File: src/rtl/herald_pkg.sv
// Shared types and constants for the herald result serializer.
// State encoding, synchronizer depth and byte-index width.
package herald_pkg;

  typedef enum logic [1:0] {
    IDLE     = 2'd0,
    PRESENT  = 2'd1,
    WAIT_LOW = 2'd2
  } state_t;

  localparam int SYNC_STAGES = 2;
  localparam int IDX_W       = 4;
  // One extra bit so the counter can reach NBYTES=16.
  localparam int CNT_W       = IDX_W + 1;

endpackage

File: src/rtl/herald_sync2.sv
// 1-bit two-flop synchronizer, synchronous active-high reset.
// Ports: clk, rst, d (async input), q (synchronized output).
module herald_sync2
  import herald_pkg::*;
(
  input  logic clk,
  input  logic rst,
  input  logic d,
  output logic q
);

  logic [SYNC_STAGES-1:0] ff;

  always_ff @(posedge clk) begin
    if (rst) begin
      ff <= '0;
    end else begin
      ff <= {ff[SYNC_STAGES-2:0], d};
    end
  end

  assign q = ff[SYNC_STAGES-1];

endmodule

File: src/rtl/herald_result_ser.sv
// Streams an NBYTES result word to a host, LSB first, over a
// four-phase valid/ack handshake with an asynchronous ack pin.
// Ports: clk, rst (sync, active-high); load_data/EN_load/RDY_load
// load method; EN_flush abort; ack_in host ack (async);
// byte_out/byte_valid/byte_idx current byte; busy; frames_sent.
module herald_result_ser
  import herald_pkg::*;
#(
  parameter int NBYTES = 4
) (
  input  logic               clk,
  input  logic               rst,
  input  logic [8*NBYTES-1:0] load_data,
  input  logic               EN_load,
  output logic               RDY_load,
  input  logic               EN_flush,
  input  logic               ack_in,
  output logic [7:0]         byte_out,
  output logic               byte_valid,
  output logic [IDX_W-1:0]   byte_idx,
  output logic               busy,
  output logic [7:0]         frames_sent
);

  state_t              state, state_n;
  logic [8*NBYTES-1:0] shift_q;
  logic [CNT_W-1:0]    cnt_q;
  logic [7:0]          frames_q;
  logic                ack_s;
  logic                load_go;
  logic                adv;
  logic                done;

  herald_sync2 u_sync (
    .clk (clk),
    .rst (rst),
    .d   (ack_in),
    .q   (ack_s)
  );

  always_comb begin
    state_n = state;
    load_go = 1'b0;
    adv     = 1'b0;
    done    = 1'b0;
    if (EN_flush) begin
      state_n = IDLE;
    end else begin
      unique case (1'b1)
        (state == IDLE): begin
          if (EN_load) begin
            load_go = 1'b1;
            state_n = PRESENT;
          end
        end
        (state == PRESENT): begin
          // A level, not an edge: a stuck-high ack advances at once.
          if (ack_s) begin
            adv     = 1'b1;
            state_n = WAIT_LOW;
          end
        end
        (state == WAIT_LOW): begin
          if (!ack_s) begin
            if (cnt_q < CNT_W'(NBYTES)) begin
              state_n = PRESENT;
            end else begin
              state_n = IDLE;
              done    = 1'b1;
            end
          end
        end
        default: state_n = IDLE;
      endcase
    end
  end

  always_ff @(posedge clk) begin
    if (rst) begin
      state    <= IDLE;
      shift_q  <= '0;
      cnt_q    <= '0;
      frames_q <= '0;
    end else begin
      state <= state_n;
      if (EN_flush) begin
        cnt_q <= '0;
      end else if (load_go) begin
        shift_q <= load_data;
        cnt_q   <= '0;
      end else if (adv) begin
        shift_q <= shift_q >> 8;
        cnt_q   <= cnt_q + CNT_W'(1);
      end
      if (done) begin
        frames_q <= frames_q + 8'd1;
      end
    end
  end

  assign RDY_load    = (state == IDLE);
  assign byte_valid  = (state == PRESENT);
  assign busy        = (state != IDLE);
  assign byte_out    = shift_q[7:0];
  assign byte_idx    = cnt_q[IDX_W-1:0];
  assign frames_sent = frames_q;

endmodule

File: config.mk
export PLATFORM = sky130hd
export DESIGN_NAME = herald_result_ser
export DESIGN_NICKNAME = d
export VERILOG_FILES = /design/src/rtl/herald_pkg.sv /design/src/rtl/herald_sync2.sv /design/src/rtl/herald_result_ser.sv
export SDC_FILE = /design/constraint.sdc
export NUM_CORES = 1
export LEC_CHECK = 0
export CAP_MARGIN = 20
export CORE_AREA = 2 2 75 77
export CTS_CLUSTER_DIAMETER = 30
export DETAILED_ROUTE_END_ITERATION = 16
export DIE_AREA = 0 0 77 79
export PLACE_DENSITY = 0.71
export SLEW_MARGIN = 25
export SYNTH_ARGS = -nofsm -noshare
export SYNTH_HDL_FRONTEND = slang
export SYNTH_SLANG_ARGS = --single-unit
File: constraint.sdc
create_clock -name clk -period 1.7 [get_ports clk]
set_input_delay 0.34 -clock clk [delete_from_list [all_inputs] [get_ports clk]]
set_output_delay 0.34 -clock clk [all_outputs]
set_load 0.02 [all_outputs]
==> results.md, run 1 <==
- Outcome: completed
- Drt wl/cell: 13.2 microns
- Drt total wl: 5060 microns
- Unique cell type count in the Yosys netlist: 37
- Cell Area, Placed: 2920 sq um
- Crit share post-route: 0.972
- LEAKAGE: 1.21 nW
- Initial DRT Pass Iterations: 4
- CTS Hold Bufs: 0
- Max-slew headroom: 0.731
- WP data required: 1.89 ns
- Count of pins over their slew limit: 0
- Number of synthesized flops with an enable pin: 0
- DR top layer: met4
- Clk slew on worst S/H paths: 0.08 ns
- Setup CP Type: reg2reg
- GP Congestion: 0.804
- Clk buf depth: 2
- Total grt overflow: 0
- Final core occ: 0.579
- Residual DRC: 0
- Metal3 WL: 250 microns
- Final TNS setup: 0 ns
- Total Routing Usage GR: 0.164
- Sequential area share after synthesis: 0.448
- DRT iter0 DRCs: 101
- Final Net Count: 350
- Starting Density: 0.410
- Hold Violations, Final: 0
- Skew final: 0.00648 ns
- Max-cap viol count: 0
- M1 wire length: 2350 microns
- Worst-Skew Late Latency: 0.30 ns
- Min Hold Slack: 0.444 ns
- Slew @ Worst Pin: 0.404 ns
- Achievable Freq: 605 MHz
- Antenna violations before repair: 0
- Root Buffer: clkbuf_8
- Layout Area Growth over Synthesis: 41.1%
- Vias per cell: 5.24
- Tot Pwr: 2.23 mW
- Mapped Area: 2190 sq um
- Crit-path cells: or4b_4 -> buf_6 -> nor4_2 -> mux2_1
- Core ar.: 5340 sq um
- H-tree lvl count: 2
- CTS Buf Count: 5
- Via count: 2014
- Hold Crit Class: reg2reg
- CP peak stage delay: 0.58 ns
- Number of global-route vias before repair: 1767
- TritonCTS Sinks: 49
- Ys Warns: 0
- Largest net degree at the start of global routing: 33
- Ys flop type: dfxtp_1
- Setup violators final: 0
- Antenna fix cells: 0
- Die Footprint: 6080 sq um
- RSZ-0062 raised after global routing: no
- CP max FO: 5
- Layout cells sized above 1: 0.131
- Post-synthesis register bit count: 49
- PwrDens: 721 nW/um^2
- Syn Area/Cell: 8.45 sq um
- Mapped Nets: 298
- IO Port Bufs: 59
- Max rail drop VDD: 0.000429 V
- Finished Cell Area: 3090 sq um
- Critical Path Start Type: register
- I/O Pins: 60
- Crit path max-delay family: simple AND/OR/NAND/NOR gates
- First-pass GRT wire length: 8120 microns
- Worst EP arrival: 1.84 ns
- WL met2: 2400 microns
- CP max-delay cell: or4b_4
- Die Span X: 77 microns
- Syn Inst Count: 259
- Num rows: 27
- CTS tree: yes
- DP HPWL: 3400 microns
- Final min period: 1.65 ns
- Sum of buffers and inverters on the critical path: 1
- Routed Antenna Nets: 0
- Critical Path Sink Type: register
- Asr flop ratio synth: 0
- Die Ht: 79 microns
[layout make-up]
cell class / count / area [sq um]
inverter: 4 / 15.0
tap: 72 / 90.1
sequential: 49 / 983
fill: 528 / 2250
clock buffer: 6 / 82.6
clock inverter: 2 / 13.8
multi-input combinational: 173 / 1080
timing repair buffer: 78 / 827
[worst paths after layout]
| path | slack [ns] | cells after the start | from | end |
|---|---|---|---|---|
| worst max register to register | 0.05 | 4 | u_sync.ff[1] | frames_sent[7] |
| worst min register to register | 0.44 | 1 | u_sync.ff[0] | u_sync.ff[1] |
| worst min-delay path | 0.44 | 1 | u_sync.ff[0] | u_sync.ff[1] |
| worst max-delay path | 0.05 | 4 | u_sync.ff[1] | frames_sent[7] |
[cell usage after synthesis, types with 2 or more instances]
library cell	number	area, sq um
a21oi_1	33	165
or4_1	3	22.5
buf_1	3	11.3
o31ai_1	3	22.5
nor4bb_1	2	20.0
mux2_1	2	22.5
a22oi_1	16	120
ha_1	2	25.0
a311oi_1	8	70.1
inv_1	4	15.0
nand2_1	29	109
nor2_1	14	52.6
nor2b_1	5	31.3
o21ai_0	5	25.0
nand4_1	3	18.8
nand3_1	28	140
nand2b_1	2	12.5
or3_1	3	18.8
clkbuf_1	16	60.1
nor4_1	2	12.5
dfxtp_1	49	981
buf_4	12	90.1
[per-stage QoR]
stage	std cells	setup WS (ns)
floorplan	259	0.0441
global placement	374	-0.440
CTS	384	0.00208
finish	384	0.0481
detailed placement	374	-0.465
global route	384	0.00284
[report_power, final]
part | switching, mW | internal (mW) | total (mW)
sequential | 0.0219 | 1.19 | 1.21
combinational | 0.132 | 0.172 | 0.304
clock | 0.379 | 0.330 | 0.709
[flip-flops by register name, indices dropped and copies added, names as in the netlist]
register     cells
shift_q         32
cnt_q            5
u_sync.ff        2
state            2
frames_sent      8
[what timing repair did]
action / CTS / global route
gates cloned: 1 / 0
pin swaps: 3 / 1
buffers inserted: 1 / 0
setup endpoints to repair: 45 / 9
gates resized for setup: 10 / 10
[routing by layer]
layer	GRT usage	vias up
met2	0.260	47
met5	0	-
met4	0.0429	0
met1	0.222	942
met3	0.0443	6
li1	-	1019
[logic make-up (layout without fill, tap and decap cells)]
group	after synthesis	count (layout)	share of synthesized area
AND/OR/NAND/NOR	100	100	0.241
AO/OA/AOI/OAI	66	66	0.188
flip-flops	49	49	0.448
buffers and inverters	37	90	0.0880
multiplexers	4	4	0.0200
adder cells (fa/ha/maj)	2	2	0.0114
XOR/XNOR	1	1	0.00400
[cell usage in the layout, fill, tap and decap left out, types with 2 or more instances in the layout]
cell type,n
a21oi_1,33
a22oi_1,16
a311oi_1,7
buf_12,5
buf_4,11
buf_6,2
clkbuf_8,6
clkdlybuf4s50_1,46
dfxtp_1,47
dfxtp_2,2
dlygate4sd2_1,5
dlymetal6s2s_1,6
ha_1,2
inv_1,4
mux2_1,2
nand2_1,29
nand2b_1,2
nand3_1,28
nand4_1,3
nor2_1,14
nor2b_1,5
o21ai_0,5
o31ai_1,3
or3_1,3
or4_1,3
or4b_4,2
No activity file was read; power rests on OpenSTA's default activity.
==> run 2: changes to the inputs <==
Settings changed: CORE_AREA 2 2 75 77 to 2 2 96 61, DIE_AREA 0 0 77 79 to 0 0 98 63.
==> results.md, run 2 (same netlist as run 1, synthesis figures left out) <==
- Most common cell after layout, fill and taps aside: clkdlybuf4s50_1
- Number of global-route vias before repair: 1743 (-1.4%)
- Clk slew on worst S/H paths: 0.09 ns (about the same)
- CP max FO: 8 (+3)
- H-tree lvl count: 2 (unchanged)
- Crit path depth: 4 (unchanged)
- Antenna violations before repair: 0 (unchanged)
- WP data required: 1.90 ns (about the same)
- Drt total wl: 5430 microns (+7.3%)
- Finished Cell Area: 3050 sq um (-1.3%)
- Crit share post-route: 0.982 (+0.0104)
- Max-cap viol count: 0 (unchanged)
- Worst Reg-to-Reg Cells: 4 (unchanged)
- CTS Buf Count: 5 (unchanged)
- LEAKAGE: 1.12 nW (-7.2%)
- Placed cell count: 373 (-0.27%)
- Slew @ Worst Pin: 0.350 ns (-0.0544 ns)
- Critical Path Start Type: register
- Total Routing Usage GR: 0.169 (+0.00498)
- Via count: 2013 (-0.050%)
- Achievable Freq: 599 MHz (-1.1%)
- Die Footprint: 6170 sq um (+1.5%)
- TritonCTS Sinks: 49 (unchanged)
- DP HPWL: 3730 microns (+9.7%)
- Clk buf depth: 2 (unchanged)
- Num rows: 21 (-22%)
- Total grt overflow: 0 (unchanged)
- Largest net degree at the start of global routing: 41 (+24%)
- M3 GR Usage: 0.0391 (-0.00517)
- Seq pwr share: 0.553 (+0.008)
- CTS tree: yes
- Die Ht: 63 microns (-20%)
- I/O Pins: 60 (unchanged)
- Routed Antenna Nets: 0 (unchanged)
- Switching Share: 0.246 (+0.00650)
- Cell Area, Placed: 2920 sq um (+0.13%)
- Final min period: 1.67 ns (+0.0177 ns)
- Final core occ: 0.571 (-0.00710)
- Clock network power share: 0.307 (-0.012)
- Largest register FFs: 32 (unchanged)
- Pint: 1.65 mW (-2.3%)
- Most frequent cells in the layout: clkdlybuf4s50_1, dfxtp_1, a21oi_1
- Grt peak-use layer: met1
- Worst-Skew Late Latency: 0.30 ns (about the same)
- Final Net Count: 352 (+0.57%)
- First-pass GRT wire length: 8490 microns (+4.6%)
- Layout cells sized above 1: 0.131 (-0.000837)
- Layout Area Growth over Synthesis: 39.3%
- Hold Crit Class: reg2reg
- Antenna fix cells: 0 (unchanged)
- # fillers: 512 (-3.0%)
- Drt wl/cell: 14.2 microns (+7.5%)
- Core ar.: 5330 sq um (about the same)
- Post-route insts no fill: 383 (-0.26%)
- Logic pwr share: 0.141 (+0.004)
- Worst EP arrival: 1.87 ns (+0.03 ns)
- DRT iter0 DRCs: 105 (+4.0%)
- Die Span X: 98 microns (+27%)
- Crit path max-delay family: simple AND/OR/NAND/NOR gates
- Final TNS setup: 0 ns (unchanged)
- CP peak stage delay: 0.57 ns (about the same)
- CTS Hold Bufs: 0 (unchanged)
- Count of pins over their slew limit: 0 (unchanged)
- Initial DRT Pass Iterations: 4 (unchanged)
- GP Congestion: 0.789 (-1.8%)
- Root Buffer: clkbuf_8
- Reg2reg setup slack: 0.03 ns (-0.02 ns)
- Starting Density: 0.410 (about the same)
- Sum of buffers and inverters on the critical path: 1 (unchanged)
- M1 GR Usage: 0.255 (+0.0331)
- CP max-delay cell: or4b_4
- Setup violators final: 0 (unchanged)
- Hold Violations, Final: 0 (unchanged)
- Outcome: completed
- Tot Pwr: 2.19 mW (-1.4%)
- PwrDens: 720 nW/um^2 (-0.13%)
- Setup CP Type: reg2reg
- Largest Register: shift_q
- Net Switching: 0.540 mW (+1.3%)
- Critical Path Sink Type: register
- Vias per cell: 5.26 (+0.21%)
- Worst Hold Depth: 1 (unchanged)
- Residual DRC: 0 (unchanged)
- Skew final: 0.00555 ns (-0.000937 ns)
- M2 GR Usage: 0.237 (-0.0225)
- Max-slew headroom: 0.766 (+0.0355)
- RSZ-0062 raised after global routing: yes
- IO Port Bufs: 59 (unchanged)
- Crit-path cells: or4b_4 -> buf_4 -> nor4_2 -> mux2_1
- Max rail drop VDD: 0.000410 V (-4.5%)
==> run 2: cell count changes in the layout (fill, tap and decap cells not counted), moves of 2 or more <==
cell / change
buf_4: +5
clkbuf_1: +2
buf_6: -2
clkdlybuf4s50_1: +2
dlymetal6s2s_1: -3
dlygate4sd2_1: +2
==> run 2: layout make-up <==
| class | instances | area (sq um) | area share |
|---|---|---|---|
| multi-input combinational | 173 | 1070 | 0.351 |
| sequential | 49 | 983 | 0.323 |
| timing repair buffer | 80 | 810 | 0.266 |
| tap | 69 | 86.3 | 0.0283 |
| clock buffer | 7 | 76.3 | 0.0250 |
| inverter | 4 | 15.0 | 0.00493 |
| clock inverter | 1 | 7.51 | 0.00246 |
==> run 2: routing by layer <==
layer | vias up | part of all wire
met1 | 927 | 0.51
met2 | 54 | 0.43
met3 | 4 | 0.052
met5 | - | 0
li1 | 1028 | -
met4 | 0 | 0.0077
==> run 2: power by group through the flow <==
stage | logic, mW | clock network [mW] | registers [mW]
final | 0.309 | 0.673 | 1.21
after global routing | 0.334 | 0.734 | 1.22
after CTS | 0.298 | 0.687 | 1.21
after detailed placement | 0.300 | 0 | 1.24
after global placement | 0.295 | 0 | 1.24
after floorplan | 0.148 | 0 | 1.24
==> run 2: stage by stage <==
stage	setup slack [ns]	hold WS (ns)
after detailed placement	-0.504	0.460
after global routing	-0.0323	0.486
final	0.0304	0.469
after floorplan	0.0441	0.414
after global placement	-0.486	0.425
after CTS	0.00925	0.470
==> run 2: worst paths after layout <==
path / start / to
min: u_sync.ff[0] / u_sync.ff[1]
max reg2reg: state[0] / frames_sent[5]
min reg2reg: u_sync.ff[0] / u_sync.ff[1]
max: state[0] / frames_sent[5]
==> run 2: what timing repair did <==
action | CTS | global route
gates resized for setup | 9 | 8
gates cloned | 0 | 1
setup endpoints to repair | 44 | 38
buffers inserted | 1 | 0
pin swaps | 2 | 1
